**src/rtl/fetch_pkg.sv**
```systemverilog
// Shared types and constants for the instruction-fetch stage.
package fetch_pkg;

    localparam int INSTR_W    = 32;
    localparam int ILEN_BYTES = 4;
    localparam int PC_W       = 64;  // widest PC a buffered entry can carry
    localparam logic [INSTR_W-1:0] NOP_INSTR = 32'h00000013;

    typedef struct packed {
        logic [PC_W-1:0]    pc;
        logic [INSTR_W-1:0] instr;
    } fetch_entry_t;

endpackage

```
**src/rtl/fetch_fifo.sv**
```systemverilog
// Small synchronous FIFO of fetched {pc, instr} entries with flush and occupancy.
module fetch_fifo
    import fetch_pkg::*;
#(
    parameter int DEPTH = 2
) (
    input  logic                       clk,
    input  logic                       reset_n,
    input  logic                       flush,
    input  logic                       push,
    input  fetch_entry_t               push_entry,
    input  logic                       pop,
    output fetch_entry_t               head,
    output logic                       empty,
    output logic                       full,
    output logic [$clog2(DEPTH+1)-1:0] occupancy
);

    localparam int CNT_W = $clog2(DEPTH + 1);
    localparam int PTR_W = (DEPTH > 1) ? $clog2(DEPTH) : 1;

    fetch_entry_t     mem [DEPTH];
    logic [PTR_W-1:0] rd_ptr, wr_ptr;
    logic [CNT_W-1:0] count;
    logic             do_push, do_pop;

    function automatic logic [PTR_W-1:0] bump(input logic [PTR_W-1:0] p);
        return (p == PTR_W'(DEPTH - 1)) ? '0 : p + PTR_W'(1);
    endfunction

    assign empty     = (count == '0);
    assign full      = (count == CNT_W'(DEPTH));
    assign occupancy = count;
    assign head      = mem[rd_ptr];

    // A push into a full FIFO is only taken when the head leaves in the same cycle.
    assign do_pop  = pop && !empty;
    assign do_push = push && (!full || do_pop);

    always_ff @(posedge clk or negedge reset_n) begin
        if (!reset_n) begin
            rd_ptr <= '0;
            wr_ptr <= '0;
            count  <= '0;
        end else if (flush) begin
            rd_ptr <= '0;
            wr_ptr <= '0;
            count  <= '0;
        end else begin
            if (do_pop)  rd_ptr <= bump(rd_ptr);
            if (do_push) wr_ptr <= bump(wr_ptr);
            count <= count + CNT_W'(do_push) - CNT_W'(do_pop);
        end
    end

    always_ff @(posedge clk) begin
        if (do_push && !flush) mem[wr_ptr] <= push_entry;
    end

    a_no_overflow: assert property (@(posedge clk) disable iff (!reset_n)
        (push && full && !flush) |-> pop);

endmodule

```
**src/rtl/fetch_unit.sv**
```systemverilog
// Instruction-fetch stage: PC generation, credit-limited in-order imem requests,
// response drop after redirects, and a small buffer feeding IF/ID.
// Optional perf counters are compiled in with `define FETCH_PERF_CNT_EN.
module fetch_unit
    import fetch_pkg::*;
#(
    parameter int                  PC_WIDTH = 64,
    parameter logic [PC_WIDTH-1:0] RESET_PC = '0,
    parameter int                  DEPTH    = 2
) (
    input  logic                clk,
    input  logic                reset_n,
    output logic                imem_req_valid,
    input  logic                imem_req_ready,
    output logic [PC_WIDTH-1:0] imem_req_addr,
    input  logic                imem_rsp_valid,
    input  logic [INSTR_W-1:0]  imem_rsp_data,
    input  logic                redirect_valid,
    input  logic [PC_WIDTH-1:0] redirect_pc,
    input  logic                stall,
`ifdef FETCH_PERF_CNT_EN
    output logic [31:0]         perf_drop_cnt,
    output logic [31:0]         perf_stall_cnt,
`endif
    output logic                if_valid,
    output logic [INSTR_W-1:0]  if_instr,
    output logic [PC_WIDTH-1:0] if_pc
);

    localparam int CNT_W = $clog2(DEPTH + 1);
    localparam logic [PC_WIDTH-1:0] PC_STEP = PC_WIDTH'(ILEN_BYTES);

    logic [PC_WIDTH-1:0] pc, rsp_pc, target_pc;
    logic [CNT_W-1:0]    outstanding, drop_cnt, occupancy;
    logic                run;
    logic                credit_ok, accept, rsp_drop, push, pop, empty, full;
    logic                redirect_lsb_unused;
    fetch_entry_t        push_entry, head;

    assign target_pc           = {redirect_pc[PC_WIDTH-1:2], 2'b00};
    assign redirect_lsb_unused = ^redirect_pc[1:0];

    // Every slot is reserved at request time, so buffered + in-flight never exceeds DEPTH.
    assign credit_ok      = ({1'b0, occupancy} + {1'b0, outstanding}) < (CNT_W+1)'(DEPTH);
    assign imem_req_valid = run && !redirect_valid && credit_ok;
    assign imem_req_addr  = pc;
    assign accept         = imem_req_valid && imem_req_ready;

    assign rsp_drop = redirect_valid || (drop_cnt != '0);
    assign push     = imem_rsp_valid && !rsp_drop;
    assign pop      = if_valid && !stall && !redirect_valid;

    // Surviving responses are consecutive from the last restart point, so a
    // single running PC labels each pushed word.
    assign push_entry.pc    = PC_W'(rsp_pc);
    assign push_entry.instr = imem_rsp_data;

    always_ff @(posedge clk or negedge reset_n) begin
        if (!reset_n) begin
            run         <= 1'b0;
            pc          <= RESET_PC;
            rsp_pc      <= RESET_PC;
            outstanding <= '0;
            drop_cnt    <= '0;
        end else begin
            run         <= 1'b1;
            outstanding <= outstanding + CNT_W'(accept) - CNT_W'(imem_rsp_valid);
            if (redirect_valid) begin
                pc       <= target_pc;
                rsp_pc   <= target_pc;
                drop_cnt <= outstanding - CNT_W'(imem_rsp_valid);
            end else begin
                if (accept) pc <= pc + PC_STEP;
                if (push)   rsp_pc <= rsp_pc + PC_STEP;
                if (imem_rsp_valid && drop_cnt != '0) drop_cnt <= drop_cnt - CNT_W'(1);
            end
        end
    end

    fetch_fifo #(.DEPTH(DEPTH)) u_fifo (
        .clk        (clk),
        .reset_n    (reset_n),
        .flush      (redirect_valid),
        .push       (push),
        .push_entry (push_entry),
        .pop        (pop),
        .head       (head),
        .empty      (empty),
        .full       (full),
        .occupancy  (occupancy)
    );

    assign if_valid = !empty;
    assign if_instr = empty ? NOP_INSTR : head.instr;
    assign if_pc    = empty ? '0 : head.pc[PC_WIDTH-1:0];

`ifdef FETCH_PERF_CNT_EN
    always_ff @(posedge clk or negedge reset_n) begin
        if (!reset_n) begin
            perf_drop_cnt  <= '0;
            perf_stall_cnt <= '0;
        end else begin
            if (imem_rsp_valid && rsp_drop && perf_drop_cnt != 32'hFFFFFFFF)
                perf_drop_cnt <= perf_drop_cnt + 32'd1;
            if (if_valid && stall && perf_stall_cnt != 32'hFFFFFFFF)
                perf_stall_cnt <= perf_stall_cnt + 32'd1;
        end
    end
`endif

    a_rsp_expected: assert property (@(posedge clk) disable iff (!reset_n)
        imem_rsp_valid |-> (outstanding != '0));
    a_full_unused: assert property (@(posedge clk) disable iff (!reset_n)
        full |-> (occupancy == CNT_W'(DEPTH)));

endmodule
```
**config.mk**
```make
export PLATFORM = sky130hd
export DESIGN_NAME = fetch_unit
export DESIGN_NICKNAME = d
export VERILOG_FILES = /design/src/rtl/fetch_pkg.sv /design/src/rtl/fetch_fifo.sv /design/src/rtl/fetch_unit.sv
export SDC_FILE = /design/constraint.sdc
export NUM_CORES = 1
export LEC_CHECK = 0
export CAP_MARGIN = 20
export CORE_AREA = 4 4 152 301
export DETAILED_ROUTE_END_ITERATION = 7
export DIE_AREA = 0 0 156 305
export GPL_TIMING_DRIVEN = 0
export SETUP_SLACK_MARGIN = 0.15
export SYNTH_ARGS = -nofsm -noshare
export SYNTH_HDL_FRONTEND = slang
export SYNTH_SLANG_ARGS = --single-unit
```
**constraint.sdc**
```tcl
create_clock -name clk -period 16.9 [get_ports clk]
set_input_delay 2.535 -clock clk [delete_from_list [all_inputs] [get_ports clk]]
set_output_delay 2.535 -clock clk [all_outputs]
set_load 0.02 [all_outputs]
```
==> results.py <==
metrics = {
    "setup_path": {
        "worst-setup-path-type": "in -> out",
        "crit_buf_inv": 3,
        "r2r-end": "outstanding[1]",
        "crit_arrival_ps": 4370,
        "cp_common_cell": "clkdlybuf4s50_1",
        "critPathTopFamily": "buffers and inverters",
        "worst-path-max-fanout": 3,
        "r2r_start": "u_fifo.occupancy[0]",
        "crit_path_max_incr_delay_ps": 630,
        "critPathLaunchType": "input pin",
        "end_kind": "primary output",
        "r2r_setup_slack_ps": 12950,
        "crit_chain": "clkdlybuf4s50_1 > or4b_1 > inv_1 > clkdlybuf4s50_1",
        "rr_worst_depth": 15,
        "slowest_stage": "or4b_1",
        "crit_required_ps": 14370,
    },
    "yosys": {
        "ys_ff_latch": 321,
        "synthDistinctLibCells": 65,
        "synth_top_area_frac": 0.375,
        "synth.avg_cell_area_um2": 11.5,
        "ys_seq_area_frac": 0.596,
        "syn_area_um2": 15100,
        "synthFlopType": "edfxtp_1",
        "synth-edff-count": 188,
        "yosys-top-cells-area": "edfxtp_1 37%, dfrtp_1 22%, mux2i_1 6.4%, nor2_1 4.1%, nand4_1 2.8%",
        "async_reset_ff_frac": 0.414,
        "synthCells": 1310,
        "synth_area_leader_cell": "edfxtp_1",
        "yosysWarningCount": 0,
    },
    "cells_and_area": {
        "num-nets-final": 1720,
        "postLayoutCellArea_um2": 19600,
        "final_cells": 2184,
        "utilization": 0.451,
        "num_antenna_cells": 0,
        "final_common_cell": "clkdlybuf4s50_1",
        "syn2layout_area_growth_pct": 29.9,
        "drive_above_1_share": 0.0643,
        "final_cell_mix": "256 x clkdlybuf4s50_1, 188 x edfxtp_1, 163 x nor2_1",
    },
    "floorplan": {
        "die-area_um2": 47600,
        "start_util": 0.347,
        "die_x_um": 156,
        "num_rows": 108,
        "die_h_um": 305,
        "coreArea_um2": 43400,
        "pin_count": 264,
    },
    "routing": {
        "vias_per_cell": 5.56,
        "totalWireLength_mm": 53.5,
        "wl_per_cell_um": 24.5,
        "drt_iter0_drc": 758,
        "drc_errors": 0,
        "antenna_left": 0,
        "vias": 12100,
        "drtPass1Iterations": 7,
    },
    "placed_design": {
        "io_buffers": 257,
        "routabilityCongestion": 0.984,
        "dpl.hpwl_mm": 41.7,
        "post-place-cells": 2126,
        "pre_cts_slack_ps": 9990,
        "place_area_um2": 18500,
    },
    "power": {
        "p_sw_mw": 0.704,
        "cellPowerDensity_nw_per_um2": 115,
        "p_int_mw": 1.55,
        "ir_drop_mv": 0.0653,
        "clkPwrFrac": 0.327,
        "swShare": 0.313,
        "p_comb_frac": 0.243,
        "seqPwrFrac": 0.431,
        "power_leakage_nw": 6.52,
        "totalPowerFinal_mw": 2.25,
    },
    "sta": {
        "setup_viol": 0,
        "max_freq_mhz": 145,
        "grt_setup_unrepaired": "false",
        "tightest_slew_ps": 1150,
        "slew_violations": 0,
        "finalHoldViolations": 0,
        "period_minus_slack_ps": 6900,
        "final.setup.tns_ps": 0,
        "finalCritPeriodShare": 0.408,
        "finalWorstSetupSlack_ps": 10000,
        "slew_headroom": 0.228,
        "fin_worst_skew_ps": 27.0,
        "holdWs_ps": 507,
    },
    "global_routing": {
        "grt_use_total": 0.220,
        "grt_pass1_vias": 12500,
        "grt_start_max_net_pins": 86,
        "antenna_found_initial": 0,
        "use_met1": 0.235,
        "grt-ovfl-total": 0,
        "grt_pass1_wl_mm": 79.0,
        "grt.busiest_layer": "met2",
        "grt_use_met2": 0.395,
        "use_met3": 0.0291,
    },
    "clocking": {
        "cts_buffer_depth": 3,
        "htree_levels": 1,
        "clock-sinks": 321,
        "cts_hold_buffers": 0,
        "clk_pin_slew_ps": 70,
        "numCtsBuffers": 31,
        "cts_tree": "built",
        "clock_latency_ps": 590,
        "cts_setup_buffers": 0,
        "cts_root_buf": "clkbuf_16",
        "cts_resized": 0,
    },
    "worst_hold_path": {
        "hold_path_depth": 1,
        "hp-start": "outstanding[0]",
        "hp-class": "reg -> reg",
        "hold_end": "outstanding[0]",
    },
    "job": {
        "max_cap_violations": 0,
    },
    "status": {
        "outcome": "complete, no violations",
    },
}
==> cell families (layout without fill, tap and decap cells) <==
kind of cell	after synthesis	count (layout)	share of synthesized area
AO/OA/AOI/OAI	178	178	0.0787
XOR/XNOR	55	55	0.0320
adder cells (fa/ha/maj)	9	9	0.00797
buffers and inverters	91	412	0.0251
flip-flops	321	321	0.596
multiplexers	104	104	0.0697
other	2	5	0.000499
AND/OR/NAND/NOR	550	550	0.190
==> worst max-delay path by stage <==
stage                   startpoint          endpoint  depth (start not counted)
floorplan           redirect_valid  u_fifo.mem[0][0]                          3
global placement    redirect_valid  u_fifo.mem[0][4]                          4
detailed placement  redirect_valid    imem_req_valid                          4
CTS                 redirect_valid    imem_req_valid                          4
global route        redirect_valid    imem_req_valid                          4
finish              redirect_valid    imem_req_valid                          4
==> per-layer routing <==
layer	part of all wire	wire (um)
met1	0.35	18900
met2	0.52	27600
met3	0.051	2710
met4	0.080	4280
met5	0	0
==> cell usage after synthesis (all sizes together), types with 2 or more instances <==
cell type and number:
a211oi 6, a21oi 25, a311oi 3, a31o 2, a31oi 22, and2 5
and3 11, and4 7, buf 25, clkbuf 37, conb 2, dfrtp 133
edfxtp 188, ha 8, inv 28, mux2 7, mux2i 97, nand2 103
nand2b 6, nand3 70, nand4 70, nand4b 3, nor2 163, nor2b 5
nor3 16, nor4 32, o211ai 28, o21ai 46, o311ai 20, o31a 10
o31ai 12, or3 21, or3b 2, or4 28, xnor2 28, xor2 27
==> flip-flops by register name, indices dropped and copies added, names as in the netlist <==
| signal | flops |
|---|---|
| drop_cnt | 2 |
| imem_req_addr | 62 |
| outstanding | 2 |
| rsp_pc | 62 |
| run | 1 |
| u_fifo.mem | 188 |
| u_fifo.occupancy | 2 |
| u_fifo.rd_ptr | 1 |
| u_fifo.wr_ptr | 1 |
==> final cells by class <==
cell class,instances,area (um2)
clock buffers,37,828
multi-input cells,901,5740
clock inverters,21,251
inverters,29,109
fillers,4084,23800
well taps,550,688
flip-flops and latches,321,8970
plain buffers,62,269
repair buffers,263,2700
==> power groups by stage <==
| stage | combinational, mW | clock [mW] | sequential, mW |
|---|---|---|---|
| after floorplan | 0.274 | 0 | 0.986 |
| after global placement | 0.540 | 0 | 0.989 |
| after detailed placement | 0.553 | 0 | 0.983 |
| after CTS | 0.556 | 0.751 | 0.968 |
| after global routing | 0.588 | 0.780 | 0.978 |
| final | 0.546 | 0.736 | 0.970 |
No activity file was read; power rests on OpenSTA's default activity.
